### config.mk
export PLATFORM = sky130hd
export DESIGN_NAME = seq_alu_flat
export DESIGN_NICKNAME = d
export VERILOG_FILES = /design/src/rtl/seq_alu_if.sv /design/src/rtl/seq_alu.sv /design/src/flat_wrapper.sv
export SDC_FILE = /design/constraint.sdc
export NUM_CORES = 1
export LEC_CHECK = 0
export CORE_UTILIZATION = 55
export CTS_CLUSTER_SIZE = 16
export DETAILED_ROUTE_END_ITERATION = 16
export PLACE_DENSITY_LB_ADDON = 0.3
export SETUP_SLACK_MARGIN = 0.5
export SLEW_MARGIN = 30
export SYNTH_ARGS = -nofsm -noshare
export SYNTH_HDL_FRONTEND = slang
export SYNTH_SLANG_ARGS = --single-unit
### constraint.sdc
create_clock -name clk -period 3.6 [get_ports clk]
set_input_delay 0.9 -clock clk [delete_from_list [all_inputs] [get_ports clk]]
set_output_delay 0.9 -clock clk [all_outputs]
set_load 0.02 [all_outputs]
### src/rtl/seq_alu_if.sv
// Operand/result handshake bundle for the multi-cycle ALU.
// master drives operations and consumes results; slave is the ALU.
interface seq_alu_if #(
    parameter int WIDTH = 8
);
    logic             in_valid;
    logic             in_ready;
    logic [WIDTH-1:0] op1;
    logic [WIDTH-1:0] op2;
    logic [2:0]       operation;
    logic             is_signed;
    logic             out_valid;
    logic             out_ready;
    logic [WIDTH-1:0] result;
    logic             ZERO;
    logic             NEG;
    logic             CARRY;
    logic             OVF;

    modport master (
        output in_valid, op1, op2, operation, is_signed, out_ready,
        input  in_ready, out_valid, result, ZERO, NEG, CARRY, OVF
    );

    modport slave (
        input  in_valid, op1, op2, operation, is_signed, out_ready,
        output in_ready, out_valid, result, ZERO, NEG, CARRY, OVF
    );
endinterface

### src/rtl/seq_alu.sv
// Multi-cycle ALU: single-cycle logic/arith, iterative shifts,
// shift-add multiply; result and flags held until consumed.
module seq_alu #(
    parameter int WIDTH = 8
) (
    input logic      clk,
    input logic      rst_n,
    seq_alu_if.slave bus
);
    localparam int SHW = $clog2(WIDTH) + 1;

    localparam logic [2:0] OP_MUL = 3'd0;
    localparam logic [2:0] OP_ADD = 3'd1;
    localparam logic [2:0] OP_SUB = 3'd2;
    localparam logic [2:0] OP_AND = 3'd3;
    localparam logic [2:0] OP_ORR = 3'd4;
    localparam logic [2:0] OP_LSL = 3'd5;
    localparam logic [2:0] OP_LSR = 3'd6;

    typedef enum logic [1:0] {IDLE, EXEC, DONE} state_e;

    state_e           state_q, state_d;
    logic [WIDTH-1:0] a_q, a_d;
    logic [WIDTH-1:0] b_q, b_d;
    logic [WIDTH-1:0] acc_q, acc_d;
    logic [WIDTH-1:0] res_q, res_d;
    logic [SHW-1:0]   cnt_q, cnt_d;
    logic [2:0]       op_q, op_d;
    logic             zero_q, zero_d;
    logic             neg_q, neg_d;
    logic             carry_q, carry_d;
    logic             ovf_q, ovf_d;

    logic [WIDTH:0]   sum;
    logic [WIDTH:0]   diff;
    logic [WIDTH-1:0] acc_step;
    logic [WIDTH-1:0] shl;
    logic [WIDTH-1:0] shr;
    logic [WIDTH-1:0] asr;
    logic [WIDTH-1:0] step;
    logic [SHW-1:0]   amt;
    logic             sa;
    logic             sb;
    logic             load;

    assign sum  = {1'b0, bus.op1} + {1'b0, bus.op2};
    assign diff = {1'b0, bus.op1} - {1'b0, bus.op2};
    assign sa   = bus.op1[WIDTH-1];
    assign sb   = bus.op2[WIDTH-1];

    // Shift distance saturates at WIDTH: further steps change nothing.
    assign amt = (bus.op2 >= WIDTH'(WIDTH)) ? SHW'(WIDTH)
                                            : bus.op2[SHW-1:0];

    assign acc_step = acc_q + (b_q[0] ? a_q : '0);
    assign shl      = a_q << 1;
    assign shr      = a_q >> 1;
    assign asr      = {a_q[WIDTH-1], a_q[WIDTH-1:1]};

    always_comb begin
        state_d = state_q;
        a_d     = a_q;
        b_d     = b_q;
        acc_d   = acc_q;
        res_d   = res_q;
        cnt_d   = cnt_q;
        op_d    = op_q;
        zero_d  = zero_q;
        neg_d   = neg_q;
        carry_d = carry_q;
        ovf_d   = ovf_q;
        step    = a_q;
        load    = 1'b0;

        unique case (state_q)
            IDLE: begin
                if (bus.in_valid) begin
                    op_d    = bus.operation;
                    a_d     = bus.op1;
                    b_d     = bus.op2;
                    acc_d   = '0;
                    carry_d = 1'b0;
                    ovf_d   = 1'b0;
                    state_d = DONE;
                    unique case (bus.operation)
                        OP_ADD: begin
                            res_d   = sum[WIDTH-1:0];
                            carry_d = sum[WIDTH];
                            ovf_d   = bus.is_signed & (sa == sb)
                                    & (sum[WIDTH-1] != sa);
                            load    = 1'b1;
                        end
                        OP_SUB: begin
                            res_d   = diff[WIDTH-1:0];
                            carry_d = ~diff[WIDTH];
                            ovf_d   = bus.is_signed & (sa != sb)
                                    & (diff[WIDTH-1] != sa);
                            load    = 1'b1;
                        end
                        OP_AND: begin
                            res_d = bus.op1 & bus.op2;
                            load  = 1'b1;
                        end
                        OP_ORR: begin
                            res_d = bus.op1 | bus.op2;
                            load  = 1'b1;
                        end
                        OP_MUL: begin
                            cnt_d   = SHW'(WIDTH);
                            state_d = EXEC;
                        end
                        default: begin
                            if (amt == '0) begin
                                res_d = bus.op1;
                                load  = 1'b1;
                            end else begin
                                cnt_d   = amt;
                                state_d = EXEC;
                            end
                        end
                    endcase
                end
            end
            EXEC: begin
                cnt_d = cnt_q - 1'b1;
                unique case (op_q)
                    OP_MUL: begin
                        acc_d = acc_step;
                        a_d   = shl;
                        b_d   = b_q >> 1;
                        step  = acc_step;
                    end
                    OP_LSL: begin
                        a_d  = shl;
                        step = shl;
                    end
                    OP_LSR: begin
                        a_d  = shr;
                        step = shr;
                    end
                    default: begin
                        a_d  = asr;
                        step = asr;
                    end
                endcase
                if (cnt_q == SHW'(1)) begin
                    res_d   = step;
                    load    = 1'b1;
                    state_d = DONE;
                end
            end
            DONE: begin
                if (bus.out_ready) state_d = IDLE;
            end
            default: state_d = IDLE;
        endcase

        if (load) begin
            zero_d = (res_d == '0);
            neg_d  = res_d[WIDTH-1];
        end
    end

    always_ff @(posedge clk) begin
        if (!rst_n) begin
            state_q <= IDLE;
            a_q     <= '0;
            b_q     <= '0;
            acc_q   <= '0;
            res_q   <= '0;
            cnt_q   <= '0;
            op_q    <= '0;
            zero_q  <= 1'b0;
            neg_q   <= 1'b0;
            carry_q <= 1'b0;
            ovf_q   <= 1'b0;
        end else begin
            state_q <= state_d;
            a_q     <= a_d;
            b_q     <= b_d;
            acc_q   <= acc_d;
            res_q   <= res_d;
            cnt_q   <= cnt_d;
            op_q    <= op_d;
            zero_q  <= zero_d;
            neg_q   <= neg_d;
            carry_q <= carry_d;
            ovf_q   <= ovf_d;
        end
    end

    assign bus.in_ready  = (state_q == IDLE);
    assign bus.out_valid = (state_q == DONE);
    assign bus.result    = res_q;
    assign bus.ZERO      = zero_q;
    assign bus.NEG       = neg_q;
    assign bus.CARRY     = carry_q;
    assign bus.OVF       = ovf_q;
endmodule

### src/flat_wrapper.sv
// flat-port wrapper written by rule: the top's interface ports become plain ports
module seq_alu_flat 
#(
    parameter int WIDTH = 8
)
  (clk, rst_n, bus_in_valid, bus_op1, bus_op2, bus_operation, bus_is_signed, bus_out_ready, bus_in_ready, bus_out_valid, bus_result, bus_ZERO, bus_NEG, bus_CARRY, bus_OVF);
  seq_alu_if #(.WIDTH(WIDTH)) bus_i ();
  input logic clk;
  input logic rst_n;
  input wire logic [$bits(bus_i.in_valid)-1:0] bus_in_valid;
  input wire logic [$bits(bus_i.op1)-1:0] bus_op1;
  input wire logic [$bits(bus_i.op2)-1:0] bus_op2;
  input wire logic [$bits(bus_i.operation)-1:0] bus_operation;
  input wire logic [$bits(bus_i.is_signed)-1:0] bus_is_signed;
  input wire logic [$bits(bus_i.out_ready)-1:0] bus_out_ready;
  output wire logic [$bits(bus_i.in_ready)-1:0] bus_in_ready;
  output wire logic [$bits(bus_i.out_valid)-1:0] bus_out_valid;
  output wire logic [$bits(bus_i.result)-1:0] bus_result;
  output wire logic [$bits(bus_i.ZERO)-1:0] bus_ZERO;
  output wire logic [$bits(bus_i.NEG)-1:0] bus_NEG;
  output wire logic [$bits(bus_i.CARRY)-1:0] bus_CARRY;
  output wire logic [$bits(bus_i.OVF)-1:0] bus_OVF;
  assign bus_i.in_valid = bus_in_valid;
  assign bus_i.op1 = bus_op1;
  assign bus_i.op2 = bus_op2;
  assign bus_i.operation = bus_operation;
  assign bus_i.is_signed = bus_is_signed;
  assign bus_i.out_ready = bus_out_ready;
  assign bus_in_ready = bus_i.in_ready;
  assign bus_out_valid = bus_i.out_valid;
  assign bus_result = bus_i.result;
  assign bus_ZERO = bus_i.ZERO;
  assign bus_NEG = bus_i.NEG;
  assign bus_CARRY = bus_i.CARRY;
  assign bus_OVF = bus_i.OVF;
  seq_alu #(.WIDTH(WIDTH)) u_core (.clk(clk), .rst_n(rst_n), .bus(bus_i));
endmodule
# --- After elaboration in Yosys (flattened, before gate mapping) ---
# Index checks and enable logic that the tools add are counted.
classes:
  addsub: 4
  n_lt_le_gt_ge: 1
  eq_ne: 20
  muxes: 34
  bitwise_logic: 7
  reduce_logical: 14
ops:
  columns: ["op", "count"]
  rows:
  - ["$pmux W8 S2", 5]
  - ["$mux W8", 9]
  - ["$pmux W8 S5", 1]
  - ["$pmux W8 S3", 1]
  - ["$pmux W4 S2", 2]
  - ["$mux W4", 3]
  - ["$add A8 B8 Y9", 1]
  - ["$eq A3 B3 Y1 const B", 3]
  - ["$reduce_and A3 Y1", 3]
  - ["$sub A8 B8 Y9", 1]
  - ["$add A8 B8 Y8", 1]
  - ["$and A8 B8 Y8", 1]
  - ["$ge A8 B4 Y1 const B", 1]
  - ["$logic_not A8 Y1", 1]
  - ["$mux W2", 4]
  - ["$ne A2 B2 Y1 const B", 4]
  - ["$or A8 B8 Y8", 1]
  - ["$pmux W1 S2", 4]
  - ["$eq A3 B2 Y1 const B", 2]
  - ["$logic_not A3 Y1", 2]
  - ["$ne A3 B3 Y1 const B", 2]
  - ["$pmux W2 S3", 1]
  - ["$and A1 B1 Y1", 4]
  - ["$eq A4 B1 Y1 const B", 1]
  - ["17 further kinds", 22]
totals:
  reg_bits: 45
  in_bits: 24

# --- Logic depth before layout (Yosys ltp) ---
depth:
  depth_word: 8
  depth_mapped: 11
  ltp_nobuf: 11

# --- Worst setup path after synthesis ---
# Ideal clock, no wire load.
synth_timing:
  kind: "input -> register"
  start: "input port bus_op1[0]"
  end: "register u_core.zero_q (netlist: u_core.bus.ZERO)"
  arrival_time_ns: 2.965
  slack_ns: 0.548
  path_stages: 11
  cell_sequence: "inv_1 > ha_1 > fa_1 > o21ba_1 > o21a_1 > a221o_1 > a21boi_0 > o221ai_1 > nor3_1 > nand3_1 > o31ai_1"
synth_between:
  elab_chain_cells: 5
synth_rtl:
  columns: ["element", "line", "source"]
  rows:
  - ["from (decl)", "flat_wrapper.sv:11", "input wire logic [$bits(bus_i.op1)-1:0] bus_op1;"]
  - ["$sub A8 B8 Y9 (tied with other cells)", "seq_alu.sv:47", "assign diff = {1'b0, bus.op1} - {1'b0, bus.op2};"]
  - ["$pmux W8 S5 (*)", "seq_alu.sv:85", "unique case (bus.operation)"]
  - ["$mux W8 (*)", "seq_alu.sv:77", "if (bus.in_valid) begin"]
  - ["$pmux W8 S2 (*)", "seq_alu.sv:75", "unique case (state_q)"]
  - ["$logic_not A8 Y1 (*)", "seq_alu.sv:159", "zero_d = (res_d == '0);"]
  - ["to (signal assigned)", "seq_alu.sv:185", "zero_q <= zero_d;"]
  - ["to (decl)", "seq_alu.sv:29", "logic zero_q, zero_d;"]
# Every way passes the cells marked *; elsewhere a longest branch is shown, timed or not.
# A chain may end at the register's enable or synchronous reset.

# --- Worst setup path after layout ---
# Ends and elaborated chain as after synthesis.

==> Implementation_results.wiki <==
{| class="wikitable"
! Metric !! Value
|-
| Data arrival time at the worst-slack endpoint || 3.25 ns
|-
| Core region area || 7292 µm²
|-
| Initial antenna violation count || 0
|-
| Mean routed wirelength per cell || 18.48 µm
|-
| Number of nets in the layout || 642
|-
| Maximum VDD drop || 0.2903 mV
|-
| Setup ws final || 0.5674 ns
|-
| #FFs+latches synth || 45
|-
| Most used DFF post-synth || sky130_fd_sc_hd__dfxtp_1
|-
| Total routed wirelength || 12.61 mm
|-
| First-pass GRT wire length || 19.78 mm
|-
| Pin count of the biggest net entering global routing || 30
|-
| Post-Synthesis Cells || 525
|-
| Fraction of the yosys area taken by sequential cells || 21.69%
|-
| Remaining Overflow, GRT || 0
|-
| Synthesis warning total || 0
|-
| Setup repair after global routing missed its margin || true
|-
| Mapped Nets || 585
|-
| Number of unique standard cell types used by synthesis || 70
|-
| Total half-perimeter wirelength after legalization and detailed placement || 9.622 mm
|-
| Number of clock sinks || 45
|-
| Die height || 88.91 µm
|-
| Final hold viol count || 0
|-
| Initial core utilization || 56.97%
|-
| Crit path from || bus_op1[0]
|-
| Overall power of the completed layout || 0.001611 W
|-
| Source of the worst register-to-register timing path || u_core.b_q[0]$_SDFFE_PN0P_
|-
| Post-Synthesis Cell Area || 4154 µm²
|-
| Kind of path behind the tightest hold check || reg2reg
|-
| Std-Cell Rows || 31
|-
| Max-cap violation count || 0
|-
| Synth-to-layout area growth || 23.86%
|-
| Die extent in x || 88.91 µm
|-
| Static leakage power || 2.186 nW
|-
| # port buffers || 37
|-
| Final cycle utilization of the critical path || 84.24%
|-
| Power density over cell area || 313.1 nW/µm²
|-
| Via-to-Cell Ratio || 6.255
|-
| Average cell area after synthesis || 7.912 µm²
|-
| Final Max Tran Viols || 0
|-
| Gr usage total || 32.67%
|-
| Category of the most critical setup path || in2reg
|-
| First-pass detailed-route iteration total || 5
|-
| Clock transition at the register clock pins on the worst setup and hold paths after CTS || 0.09 ns
|-
| Worst slack after detailed placement || -0.1548 ns
|-
| Worst-case headroom to the max-slew limit || 49.53%
|-
| Violation count after the first detailed-routing iteration || 364
|-
| Post-route clock skew || 0.007875 ns
|-
| Result of the run || finished clean
|-
| Layout cells sized above 1 || 19.04%
|-
| Setup total negative slack || 0 ns
|-
| Min cycle time layout || 3.033 ns
|-
| Non-filler cells, final || 682
|-
| Startpoint kind of the worst setup timing path || input port
|-
| Later-pin clock latency in the skew report || 0.30 ns
|-
| CTS tree || done
|-
| Maximum count of clock buffers along a single path || 2
|-
| Vias in the first global route || 3984
|-
| Clock buffers created by TritonCTS || 5
|-
| Startpoint of the tightest hold check path || u_core.bus.OVF$_SDFFE_PN0P_
|-
| Max H-tree Level || 2
|-
| Fill cell count || 632
|-
| Root Driver || sky130_fd_sc_hd__clkbuf_8
|-
| Fraction of synthesis flops using an asynchronous set or reset pin || 0%
|-
| Detail Route Antenna Nets || 0
|-
| Number of top-level pins || 38
|-
| Kind of end point of the critical path || flop
|-
| Setup violations, final || 0
|-
| Antenna diode count || 0
|-
| Die footprint || 7904 µm²
|-
| Number of synthesized flops with an enable pin || 0
|-
| Critical Path Fanout Max || 3
|-
| Req. time, crit path || 3.82 ns
|-
| # DRC || 0
|-
| Total vias in the final route || 4266
|-
| Post-placement cell count || 668
|-
| Actual slew at the worst max-slew pin || 0.7513 ns
|-
| Global placer's final weighted congestion || 0.9514
|-
| Maximum achievable frequency || 329.7 MHz
|}
-- path summary, 6_finish.rpt --
check | endpoint | slack [ns] | cells past startpoint
max | u_core.bus.ZERO$_SDFFE_PN0P_ | 0.57 | 12
min | u_core.bus.OVF$_SDFFE_PN0P_ | 0.49 | 2
max reg2reg | u_core.bus.ZERO$_SDFFE_PN0P_ | 0.81 | 11
min reg2reg | u_core.bus.OVF$_SDFFE_PN0P_ | 0.49 | 2
-- layout by cell type, fill, tap and decap left out, types with 19 or more instances in the layout --
cell	instances
sky130_fd_sc_hd__nor2_1	20
sky130_fd_sc_hd__o21ai_0	25
sky130_fd_sc_hd__clkdlybuf4s50_1	20
sky130_fd_sc_hd__dfxtp_1	45
sky130_fd_sc_hd__inv_1	22
sky130_fd_sc_hd__nand3_1	20
sky130_fd_sc_hd__nand2_1	37
sky130_fd_sc_hd__a21oi_1	35
sky130_fd_sc_hd__and2_1	21
sky130_fd_sc_hd__buf_4	43
sky130_fd_sc_hd__nor2b_1	19
sky130_fd_sc_hd__ha_1	25
-- critical path, cell delays in order --
cell                            delay (ns)
sky130_fd_sc_hd__dlygate4sd2_1        0.25
sky130_fd_sc_hd__buf_4                0.16
sky130_fd_sc_hd__ha_4                 0.17
sky130_fd_sc_hd__fa_2                 0.41
sky130_fd_sc_hd__nor3_2               0.12
sky130_fd_sc_hd__a31o_2               0.12
sky130_fd_sc_hd__o22ai_1              0.13
sky130_fd_sc_hd__a311oi_2             0.34
sky130_fd_sc_hd__nand4_1              0.16
sky130_fd_sc_hd__nor3_2               0.20
sky130_fd_sc_hd__nand3_1              0.11
sky130_fd_sc_hd__o31ai_2              0.19
-- cells in the mapped netlist (3+ instances only) --
cell / instances / area share (%)
sky130_fd_sc_hd__a211oi_1: 7 / 1.3
sky130_fd_sc_hd__a21boi_0: 12 / 2.2
sky130_fd_sc_hd__a21o_1: 16 / 2.9
sky130_fd_sc_hd__a21oi_1: 36 / 4.3
sky130_fd_sc_hd__a221oi_1: 6 / 1.3
sky130_fd_sc_hd__a222oi_1: 6 / 1.4
sky130_fd_sc_hd__a22oi_1: 4 / 0.72
sky130_fd_sc_hd__a31oi_1: 5 / 0.75
sky130_fd_sc_hd__and2_1: 21 / 3.2
sky130_fd_sc_hd__buf_2: 9 / 1.1
sky130_fd_sc_hd__buf_6: 3 / 0.81
sky130_fd_sc_hd__clkbuf_1: 20 / 1.8
sky130_fd_sc_hd__dfxtp_1: 45 / 22
sky130_fd_sc_hd__fa_1: 3 / 1.4
sky130_fd_sc_hd__ha_1: 33 / 9.9
sky130_fd_sc_hd__inv_1: 28 / 2.5
sky130_fd_sc_hd__mux2i_1: 5 / 1.2
sky130_fd_sc_hd__nand2_1: 38 / 3.4
sky130_fd_sc_hd__nand2b_1: 14 / 2.1
sky130_fd_sc_hd__nand3_1: 20 / 2.4
sky130_fd_sc_hd__nand4_1: 6 / 0.90
sky130_fd_sc_hd__nor2_1: 20 / 1.8
sky130_fd_sc_hd__nor2b_1: 20 / 3.0
sky130_fd_sc_hd__nor3_1: 12 / 1.4
sky130_fd_sc_hd__nor3b_1: 5 / 0.90
sky130_fd_sc_hd__o211a_1: 10 / 2.4
sky130_fd_sc_hd__o211ai_1: 13 / 2.3
sky130_fd_sc_hd__o21a_1: 4 / 0.72
sky130_fd_sc_hd__o21ai_0: 26 / 3.1
sky130_fd_sc_hd__o21ai_1: 4 / 0.48
sky130_fd_sc_hd__o21bai_1: 6 / 1.1
sky130_fd_sc_hd__o221ai_1: 6 / 1.3
sky130_fd_sc_hd__o22ai_1: 6 / 0.90
sky130_fd_sc_hd__or4_4: 3 / 0.81
sky130_fd_sc_hd__xnor2_1: 5 / 1.1
sky130_fd_sc_hd__xor2_1: 3 / 0.63
-- layer usage --
layer	routed length (µm)	up-vias	GRT usage (%)	share of wire [%]
met5	0	-	0	0
met3	801	27	3.324	6.4
met2	5964	177	55.94	47
met4	298	0	11.14	2.4
li1	-	2065	-	-
met1	5540	1997	43.04	44
-- power breakdown --
group / switching (W) / internal [W]
clock: 0.000184 / 0.000226
sequential: 0.0000589 / 0.000539
combinational: 0.000328 / 0.000274
-- state kept, by name, summed over array words and instances (netlist names), 2 cells and up --
| name | flops |
|---|---|
| u_core.a_q | 8 |
| u_core.acc_q | 8 |
| u_core.b_q | 8 |
| u_core.bus.result | 8 |
| u_core.cnt_q | 4 |
| u_core.op_q | 3 |
| u_core.state_q | 2 |
-- through the flow --
stage	area [µm²]	util [%]	hold slack, ns
4_1_cts	5066	69.47	0.4905
3_5_place_dp	4800	65.82	0.4742
5_1_grt	5145	70.56	0.5084
3_3_place_gp	4800	65.82	0.4538
2_1_floorplan	4154	-	0.4547
6_report	5145	70.56	0.4852
-- cell type report --
class	instances	area (µm²)	area share (%)
Sequential cell	45	900.9	17.51
Multi-Input combinational cell	417	3148	61.19
Clock inverter	2	37.54	0.7296
Inverter	28	105.1	2.043
Clock buffer	6	82.58	1.605
Tap cell	99	123.9	2.408
Timing Repair Buffer	85	747.0	14.52
-- logic make-up (layout without fill, tap and decap cells) --
family / after synthesis / after routing / synth area share [%]
AOI/OAI and AO/OA: 195 / 195 / 34.46
xor gates and xnor gates: 8 / 8 / 1.687
adders and majority gates: 36 / 36 / 11.39
buffers and inverters: 63 / 121 / 6.536
DFF: 45 / 45 / 21.69
muxes: 5 / 5 / 1.205
and+or+nand+nor: 173 / 173 / 23.04
-- what timing repair did --
action	4_1_cts	5_1_grt
hold endpoints to repair	0	0
gates resized for setup	41	23
hold buffers	0	0
endpoints found under the setup margin	8	7
buffers inserted	5	1
pin swaps	18	15
Note: power is estimated with default switching activity, not from simulation.
